`src/rtl/cassette_player_if.sv`:
```
// ---------------------------------------------------------------------------
// cassette_player_if
// Purpose : SDRAM read-port bundle between the tape playback engine and the
//           SDRAM arbiter.
// Signals :
//   sdram_addr - byte address of the requested tape byte (player -> arbiter)
//   sdram_rd   - read request, held until acknowledged (player -> arbiter)
//   sdram_ack  - one-clk acknowledge, data valid in that cycle (arbiter -> player)
//   sdram_data - read data byte (arbiter -> player)
// Modports: master = playback engine, slave = SDRAM arbiter side.
// ---------------------------------------------------------------------------
interface cassette_player_if #(
  parameter int ADDR_W = 25
);
  logic [ADDR_W-1:0] sdram_addr;
  logic              sdram_rd;
  logic              sdram_ack;
  logic [7:0]        sdram_data;

  modport master (
    output sdram_addr,
    output sdram_rd,
    input  sdram_ack,
    input  sdram_data
  );

  modport slave (
    input  sdram_addr,
    input  sdram_rd,
    output sdram_ack,
    output sdram_data
  );
endinterface

```
`src/rtl/cassette_player.sv`:
```
// ---------------------------------------------------------------------------
// cassette_player
// Purpose : CoCo tape playback engine. Streams a tape image out of SDRAM one
//           byte at a time and turns it into the FSK cassette waveform
//           (1200 Hz cycle for a 0 bit, 2400 Hz cycle for a 1 bit, LSB first).
//           Handles motor gating, a silent gap after filename blocks and
//           end-of-tape detection by EOF block or by image length.
// Ports   :
//   clk, reset - system clock, synchronous active-high reset
//   Q          - CPU Q clock; each rising edge (seen in clk domain) is a tick
//   en         - global enable; ticks are ignored while low
//   play       - rising edge toggles between IDLE and running
//   rewind     - either edge rewinds to address 0 and goes IDLE
//   motor      - cassette motor relay; low pauses playback
//   tape_len   - image length in bytes, 0 = unlimited
//   sdram      - SDRAM read port (master modport of cassette_player_if)
//   data       - cassette waveform
//   active     - high whenever the engine is not IDLE or END
//   status     - current state encoding
// ---------------------------------------------------------------------------
module cassette_player #(
  parameter int ADDR_W    = 25,
  parameter int GAP_TICKS = 445000,
  parameter int HALF0     = 373,
  parameter int HALF1     = 186,
  parameter int CNT_W     = 19
) (
  input  logic              clk,
  input  logic              reset,
  input  logic              Q,
  input  logic              en,
  input  logic              play,
  input  logic              rewind,
  input  logic              motor,
  input  logic [ADDR_W-1:0] tape_len,
  cassette_player_if.master sdram,
  output logic              data,
  output logic              active,
  output logic [2:0]        status
);

  typedef enum logic [2:0] {
    S_IDLE   = 3'd0,
    S_FETCH  = 3'd1,
    S_BIT_HI = 3'd2,
    S_BIT_LO = 3'd3,
    S_CHECK  = 3'd4,
    S_GAP    = 3'd5,
    S_PAUSE  = 3'd6,
    S_END    = 3'd7
  } state_t;

  // Counters are loaded with length-1 and the transition happens at 0.
  localparam logic [CNT_W-1:0] HALF0_M1 = CNT_W'(HALF0 - 1);
  localparam logic [CNT_W-1:0] HALF1_M1 = CNT_W'(HALF1 - 1);
  localparam logic [CNT_W-1:0] GAP_M1   = CNT_W'(GAP_TICKS - 1);

  localparam logic [23:0] PAT_NAME = 24'h553C00;
  localparam logic [23:0] PAT_EOF1 = 24'h553CFF;
  localparam logic [23:0] PAT_EOF2 = 24'h00FF55;
  localparam logic [23:0] PAT_GAP  = 24'h555555;

  state_t            state_q;
  state_t            saved_q;
  logic [ADDR_W-1:0] addr_q;
  logic              rd_q;
  logic              data_q;
  logic [15:0]       seq_q;
  logic              name_q;
  logic [1:0]        eof_q;
  logic [CNT_W-1:0]  cnt_q;
  logic [7:0]        byte_q;
  logic [2:0]        bit_q;
  logic              q_prev_q;
  logic              play_prev_q;
  logic              rewind_prev_q;

  logic              tick;
  logic              step;
  logic              play_edge;
  logic              rewind_edge;
  logic [2:0]        bit_nxt;
  logic [23:0]       new_seq;
  logic [ADDR_W-1:0] addr_inc;
  logic              past_len;
  logic              hit_name;
  logic              hit_eof1;
  logic              hit_eof2;
  logic              hit_gap;
  logic [1:0]        eof_next;

  function automatic logic [CNT_W-1:0] half_m1(input logic b);
    half_m1 = b ? HALF1_M1 : HALF0_M1;
  endfunction

  // Tick qualification and control edges. Play/rewind history only advances
  // on enabled ticks, so an edge between ticks is picked up on the next one.
  assign tick        = Q & ~q_prev_q;
  assign step        = tick & en;
  assign play_edge   = step & play & ~play_prev_q;
  assign rewind_edge = step & (rewind ^ rewind_prev_q);

  // Block-pattern detection works on the sequence including the byte just
  // played, so the decision in CHECK sees the newest three bytes.
  assign bit_nxt  = bit_q + 3'd1;
  assign new_seq  = {seq_q, byte_q};
  assign addr_inc = addr_q + ADDR_W'(1);
  assign past_len = (tape_len != '0) && (addr_inc >= tape_len);
  assign hit_name = (new_seq == PAT_NAME);
  assign hit_eof1 = (new_seq == PAT_EOF1);
  assign hit_eof2 = (new_seq == PAT_EOF2) && (eof_q == 2'd1);
  assign hit_gap  = (new_seq == PAT_GAP) && name_q;
  assign eof_next = hit_eof2 ? 2'd2 : (hit_eof1 ? 2'd1 : eof_q);

  // Whole engine in one clocked process. Priority order: rewind, play, the
  // clk-rate FETCH acknowledge, then motor gating and tick-rate stepping.
  // The FETCH branch sits ahead of motor gating, which is what defers a
  // pause requested during FETCH until the byte has been delivered.
  always_ff @(posedge clk) begin
    if (reset) begin
      state_q       <= S_IDLE;
      saved_q       <= S_IDLE;
      addr_q        <= '0;
      rd_q          <= 1'b0;
      data_q        <= 1'b0;
      seq_q         <= '0;
      name_q        <= 1'b0;
      eof_q         <= 2'd0;
      cnt_q         <= '0;
      byte_q        <= '0;
      bit_q         <= '0;
      q_prev_q      <= 1'b0;
      play_prev_q   <= 1'b0;
      rewind_prev_q <= 1'b0;
    end else begin
      q_prev_q <= Q;
      if (step) begin
        play_prev_q   <= play;
        rewind_prev_q <= rewind;
      end

      if (rewind_edge) begin
        addr_q  <= '0;
        seq_q   <= '0;
        name_q  <= 1'b0;
        eof_q   <= 2'd0;
        rd_q    <= 1'b0;
        data_q  <= 1'b0;
        state_q <= S_IDLE;
      end else if (play_edge) begin
        if (state_q == S_IDLE || state_q == S_END) begin
          seq_q   <= '0;
          name_q  <= 1'b0;
          eof_q   <= 2'd0;
          rd_q    <= 1'b1;
          state_q <= S_FETCH;
        end else begin
          rd_q    <= 1'b0;
          data_q  <= 1'b0;
          state_q <= S_IDLE;
        end
      end else if (state_q == S_FETCH) begin
        if (sdram.sdram_ack) begin
          byte_q  <= sdram.sdram_data;
          rd_q    <= 1'b0;
          bit_q   <= 3'd0;
          cnt_q   <= half_m1(sdram.sdram_data[0]);
          data_q  <= 1'b1;
          state_q <= S_BIT_HI;
        end
      end else if (step) begin
        if (!motor && state_q != S_IDLE && state_q != S_END && state_q != S_PAUSE) begin
          saved_q <= state_q;
          state_q <= S_PAUSE;
        end else begin
          case (state_q)
            S_BIT_HI: begin
              if (cnt_q == '0) begin
                cnt_q   <= half_m1(byte_q[bit_q]);
                data_q  <= 1'b0;
                state_q <= S_BIT_LO;
              end else begin
                cnt_q <= cnt_q - CNT_W'(1);
              end
            end
            S_BIT_LO: begin
              if (cnt_q == '0) begin
                if (bit_q == 3'd7) begin
                  state_q <= S_CHECK;
                end else begin
                  bit_q   <= bit_nxt;
                  cnt_q   <= half_m1(byte_q[bit_nxt]);
                  data_q  <= 1'b1;
                  state_q <= S_BIT_HI;
                end
              end else begin
                cnt_q <= cnt_q - CNT_W'(1);
              end
            end
            S_CHECK: begin
              seq_q <= new_seq[15:0];
              eof_q <= eof_next;
              if (hit_name) begin
                name_q <= 1'b1;
              end
              if (hit_gap) begin
                // Step back so the leader run replays after the gap; wraps
                // modulo 2^ADDR_W near address 0.
                name_q  <= 1'b0;
                addr_q  <= addr_q - ADDR_W'(2);
                cnt_q   <= GAP_M1;
                state_q <= S_GAP;
              end else begin
                addr_q <= addr_inc;
                if (eof_next == 2'd2 || past_len) begin
                  rd_q    <= 1'b0;
                  data_q  <= 1'b0;
                  state_q <= S_END;
                end else begin
                  rd_q    <= 1'b1;
                  state_q <= S_FETCH;
                end
              end
            end
            S_GAP: begin
              data_q <= 1'b0;
              if (cnt_q == '0) begin
                rd_q    <= 1'b1;
                state_q <= S_FETCH;
              end else begin
                cnt_q <= cnt_q - CNT_W'(1);
              end
            end
            S_PAUSE: begin
              if (motor) begin
                state_q <= saved_q;
              end
            end
            default: begin
            end
          endcase
        end
      end
    end
  end

  assign sdram.sdram_addr = addr_q;
  assign sdram.sdram_rd   = rd_q;
  assign data             = data_q;
  assign status           = state_q;
  assign active           = (state_q != S_IDLE) && (state_q != S_END);

endmodule

```
`src/flat_wrapper.sv`:
```
// flat-port wrapper written by rule: the top's interface ports become plain ports
module cassette_player_flat 
#(
  parameter int ADDR_W    = 25,
  parameter int GAP_TICKS = 445000,
  parameter int HALF0     = 373,
  parameter int HALF1     = 186,
  parameter int CNT_W     = 19
)
  (clk, reset, Q, en, play, rewind, motor, tape_len, data, active, status, sdram_sdram_addr, sdram_sdram_rd, sdram_sdram_ack, sdram_sdram_data);
  cassette_player_if #(.ADDR_W(ADDR_W)) sdram_i ();
  input  logic clk;
  input  logic reset;
  input  logic Q;
  input  logic en;
  input  logic play;
  input  logic rewind;
  input  logic motor;
  input  logic [ADDR_W-1:0] tape_len;
  output logic data;
  output logic active;
  output logic [2:0] status;
  output wire logic [$bits(sdram_i.sdram_addr)-1:0] sdram_sdram_addr;
  output wire logic [$bits(sdram_i.sdram_rd)-1:0] sdram_sdram_rd;
  input wire logic [$bits(sdram_i.sdram_ack)-1:0] sdram_sdram_ack;
  input wire logic [$bits(sdram_i.sdram_data)-1:0] sdram_sdram_data;
  assign sdram_sdram_addr = sdram_i.sdram_addr;
  assign sdram_sdram_rd = sdram_i.sdram_rd;
  assign sdram_i.sdram_ack = sdram_sdram_ack;
  assign sdram_i.sdram_data = sdram_sdram_data;
  cassette_player #(.ADDR_W(ADDR_W), .GAP_TICKS(GAP_TICKS), .HALF0(HALF0), .HALF1(HALF1), .CNT_W(CNT_W)) u_core (.clk(clk), .reset(reset), .Q(Q), .en(en), .play(play), .rewind(rewind), .motor(motor), .tape_len(tape_len), .sdram(sdram_i), .data(data), .active(active), .status(status));
endmodule
```
`config.mk`:
```
export PLATFORM = sky130hd
export DESIGN_NAME = cassette_player_flat
export DESIGN_NICKNAME = d
export VERILOG_FILES = /design/src/rtl/cassette_player_if.sv /design/src/rtl/cassette_player.sv /design/src/flat_wrapper.sv
export SDC_FILE = /design/constraint.sdc
export NUM_CORES = 1
export LEC_CHECK = 0
export BUFFER_PORTS_ARGS = -buffer_cell sky130_fd_sc_hd__buf_2
export CAP_MARGIN = 20
export CORE_ASPECT_RATIO = 0.8
export CORE_MARGIN = 5
export CORE_UTILIZATION = 60
export CTS_BUF_LIST = sky130_fd_sc_hd__clkbuf_4 sky130_fd_sc_hd__clkbuf_8
export CTS_CLUSTER_SIZE = 16
export DETAILED_ROUTE_END_ITERATION = 6
export GPL_TIMING_DRIVEN = 0
export PLACE_DENSITY = 0.82
export SYNTH_ARGS = -nofsm -noshare
export SYNTH_HDL_FRONTEND = slang
export SYNTH_SLANG_ARGS = --single-unit
export TNS_END_PERCENT = 20
```
`constraint.sdc`:
```
create_clock -name clk -period 9.05 [get_ports clk]
set_input_delay 1.3575 -clock clk [delete_from_list [all_inputs] [get_ports clk]]
set_output_delay 1.3575 -clock clk [all_outputs]
set_load 0.05 [all_outputs]
```
==> results.toml <==
[power_and_ir_drop]
finalPower_mw = 0.908
p_leak_nw = 2.70
power.density_nw_per_um2 = 136
ir_drop_v = 0.000100

[critical_path]
critical_path_class = "register to register"
cp_data_required_time_ps = 9360
arrival_ps = 5200
reg2reg_depth = 15
crit_end = "u_core.data"
startpoint_type = "register"
reg2reg_to = "u_core.data"
cp-end-kind = "register"
ff2ff_setup_slack_ps = 4160
crit_path_start = "u_core.sdram.sdram_addr[1]"
crit_fanout = 8
r2r-start = "u_core.sdram.sdram_addr[1]"

[route]
drtIter0Drc = 900
wl_met1_um = 8110
route.detailed.drc = 0
maxUsedRoutingLayer = "met4"
drt_wl_total_um = 18100
detail-route-antenna-nets = 0
route.met3.wl_um = 1650
via_count = 6515
dr.pass1.iters = 6
dr_wl_met2_um = 8110
wl_per_cell_um = 17.9
viasPerCell = 6.41

[die]
ioPinCount = 72
coreArea_um2 = 9650
die_height_um = 99.0
start_util = 0.616
row_count = 32
die_x_um = 121
die_area_um2 = 12000

[cts]
clk_pin_slew_ps = 90
cts_buffers = 9
cts_setup_buffers = 0
cts_tree = "yes"
cts_resized = 0
clk_path_buf_depth = 2
cts_hold_buf = 0
clkSinkCount = 85
clk-insertion-delay-late_ps = 370
cts-root-buf = "clkbuf_8"
htree_num_levels = 3

[timing]
fin_crit_ps = 4890
worst_pin_slew_ps = 1030
fin_tns_setup_ps = 0
finalSetupViolCount = 0
finClkSkew_ps = 8.17
drv_slew = 0
fin_crit_sh = 0.541
holdWs_ps = 475
clock.fmax_mhz = 204
final.setup.worst_slack_ps = 4160
hold_viol_final = 0
maxSlewHeadroom = 0.309
rsz0062_at_grt = "false"

[finish]
multi_input_area_um2 = 3930
drive_above_1_share = 0.123
seq_area_um2 = 1700
n_antenna_cell = 0
layout.nets = 947
stdcell_count = 1016
final_util = 0.693
finalInstanceArea_um2 = 6680
area_growth_pct = 12.4
num-fill-cells = 839

[place]
port_buffers = 70
place_area_um2 = 6460
dp_hpwl_um = 13800
place_congestion = 1.05
placedCellCount = 1000
pre_cts_ws_ps = 4290

[global_routing]
grt_usage = 0.297
antenna_found_initial = 0
grt_max_degree = 15
grt.overflow.total = 0
grt_pass1_vias = 5897
grt_pass1_wl_um = 29400

[logic_synthesis]
ys.flop_type = "dfxtp_1"
ys_seq_area_frac = 0.286
synth_compound_area_frac = 0.216
synth_largest_area_cell = "dfxtp_1"
synth_cells = 794
synth-xor-area-share = 0.0604
synth_top_cell_area_share = 0.286
syn_avg_cell_area_um2 = 7.49
synth-async-reset-ratio = 0
synth.area.mux_share = 0.0408
synthAdderAreaFrac = 0.0652
ys_types = 60
yosys-top-cells-area = "dfxtp_1 29%, ha_1 6.5%, nor2_1 6.4%, a21oi_1 5.5%, nand2_1 4.0%"
yosys_warnings = 0
synth-edff-count = 0
synth_top_family_by_area = "simple AND/OR/NAND/NOR gates"
synth_fp_nets = 866
netlist_area_um2 = 5940
synth-simple-area-share = 0.278
ys_seq_elements = 85

[outcome]
status = "finished clean"

[job]
drv_cap = 0

[hold_path]
hold_class = "register to register"
## worst min path at each step
stage / start / endpoint / slack [ps] / depth (start not counted)
after floorplan: u_core.play_prev_q / u_core.play_prev_q / 440 / 2
after global placement: u_core.play_prev_q / u_core.play_prev_q / 450 / 2
after detailed placement: u_core.rewind_prev_q / u_core.rewind_prev_q / 470 / 2
after CTS: u_core.play_prev_q / u_core.play_prev_q / 480 / 2
after global routing: u_core.eof_q[1] / u_core.eof_q[1] / 510 / 2
final: u_core.play_prev_q / u_core.play_prev_q / 470 / 2
## cell usage in the layout (no fill, tap or decap), drive strengths merged, types with 6 or more instances in the layout
master | synthesis | final
a211oi | 7 | 7
a21o | 8 | 8
a21oi | 66 | 66
a22oi | 24 | 24
a31oi | 10 | 10
and3 | 10 | 10
buf | 2 | 72
clkbuf | 44 | 54
dfxtp | 85 | 85
ha | 31 | 31
inv | 37 | 38
mux2i | 13 | 13
nand2 | 64 | 64
nand3 | 21 | 21
nand4 | 12 | 12
nor2 | 102 | 102
nor3 | 32 | 32
nor4 | 22 | 22
o21ai | 43 | 43
o22ai | 10 | 10
o31ai | 6 | 6
or2 | 7 | 7
or3 | 13 | 13
or4 | 9 | 9
xnor2 | 23 | 23
xor2 | 18 | 18
## worst max-delay path, stage by stage (launching register included)
cell and delay, ps:
dfxtp_1 490, ha_1 300, nand3_1 180, nor4_1 910
nand3_1 490, nor2_1 290, xnor2_1 150, ha_1 260
a21oi_1 140, o21a_1 140, nor2_1 50, o31a_1 270
nor3_1 270, o21ai_0 330, o31ai_1 330, mux2i_1 220
## report_power, final
part / internal [mW] / switching [mW]
Sequential: 0.381 / 0.0106
Combinational: 0.0691 / 0.144
Clock: 0.159 / 0.144
Total: 0.609 / 0.299
## flip-flops by register name, summed over array words and instances (netlist names), 2 cells and up
name and count:
u_core.bit_q 3, u_core.sdram.sdram_addr 25, u_core.status 3, u_core.eof_q 2
u_core.byte_q 8, u_core.seq_q 16, u_core.saved_q 3, u_core.cnt_q 19
## synthesized netlist by cell type, types with 13 or more instances
cell / count
mux2i_1: 13
o21ai_0: 43
xor2_1: 18
nand3_1: 21
clkbuf_1: 44
nor3_1: 32
dfxtp_1: 85
nand2_1: 64
nor4_1: 21
inv_1: 37
ha_1: 31
or3_1: 13
xnor2_1: 23
nor2_1: 102
a21oi_1: 65
a22oi_1: 24
## cells by family after synthesis
family	count (synthesis)
AND/OR/NAND/NOR	328
XOR/XNOR	41
adder cells (fa/ha/maj)	31
AO/OA/AOI/OAI	206
buffers and inverters	84
multiplexers	19
flip-flops	85
## per-layer routing
| metal | vias up | global-route usage |
|---|---|---|
| li1 | 3071 | - |
| met3 | 38 | 0.0620 |
| met4 | 0 | 0.0612 |
| met5 | - | 0 |
| met2 | 382 | 0.464 |
| met1 | 3024 | 0.426 |
## final cells by class
type,count,share of cell area
Multi-Input combinational cell,625,0.588
Sequential cell,85,0.255
Timing Repair Buffer,70,0.0524
Buffer,46,0.0258
Tap cell,136,0.0255
Inverter,38,0.0213
Clock buffer,10,0.0197
Clock inverter,6,0.0129
(Power assumes the default switching activity.)
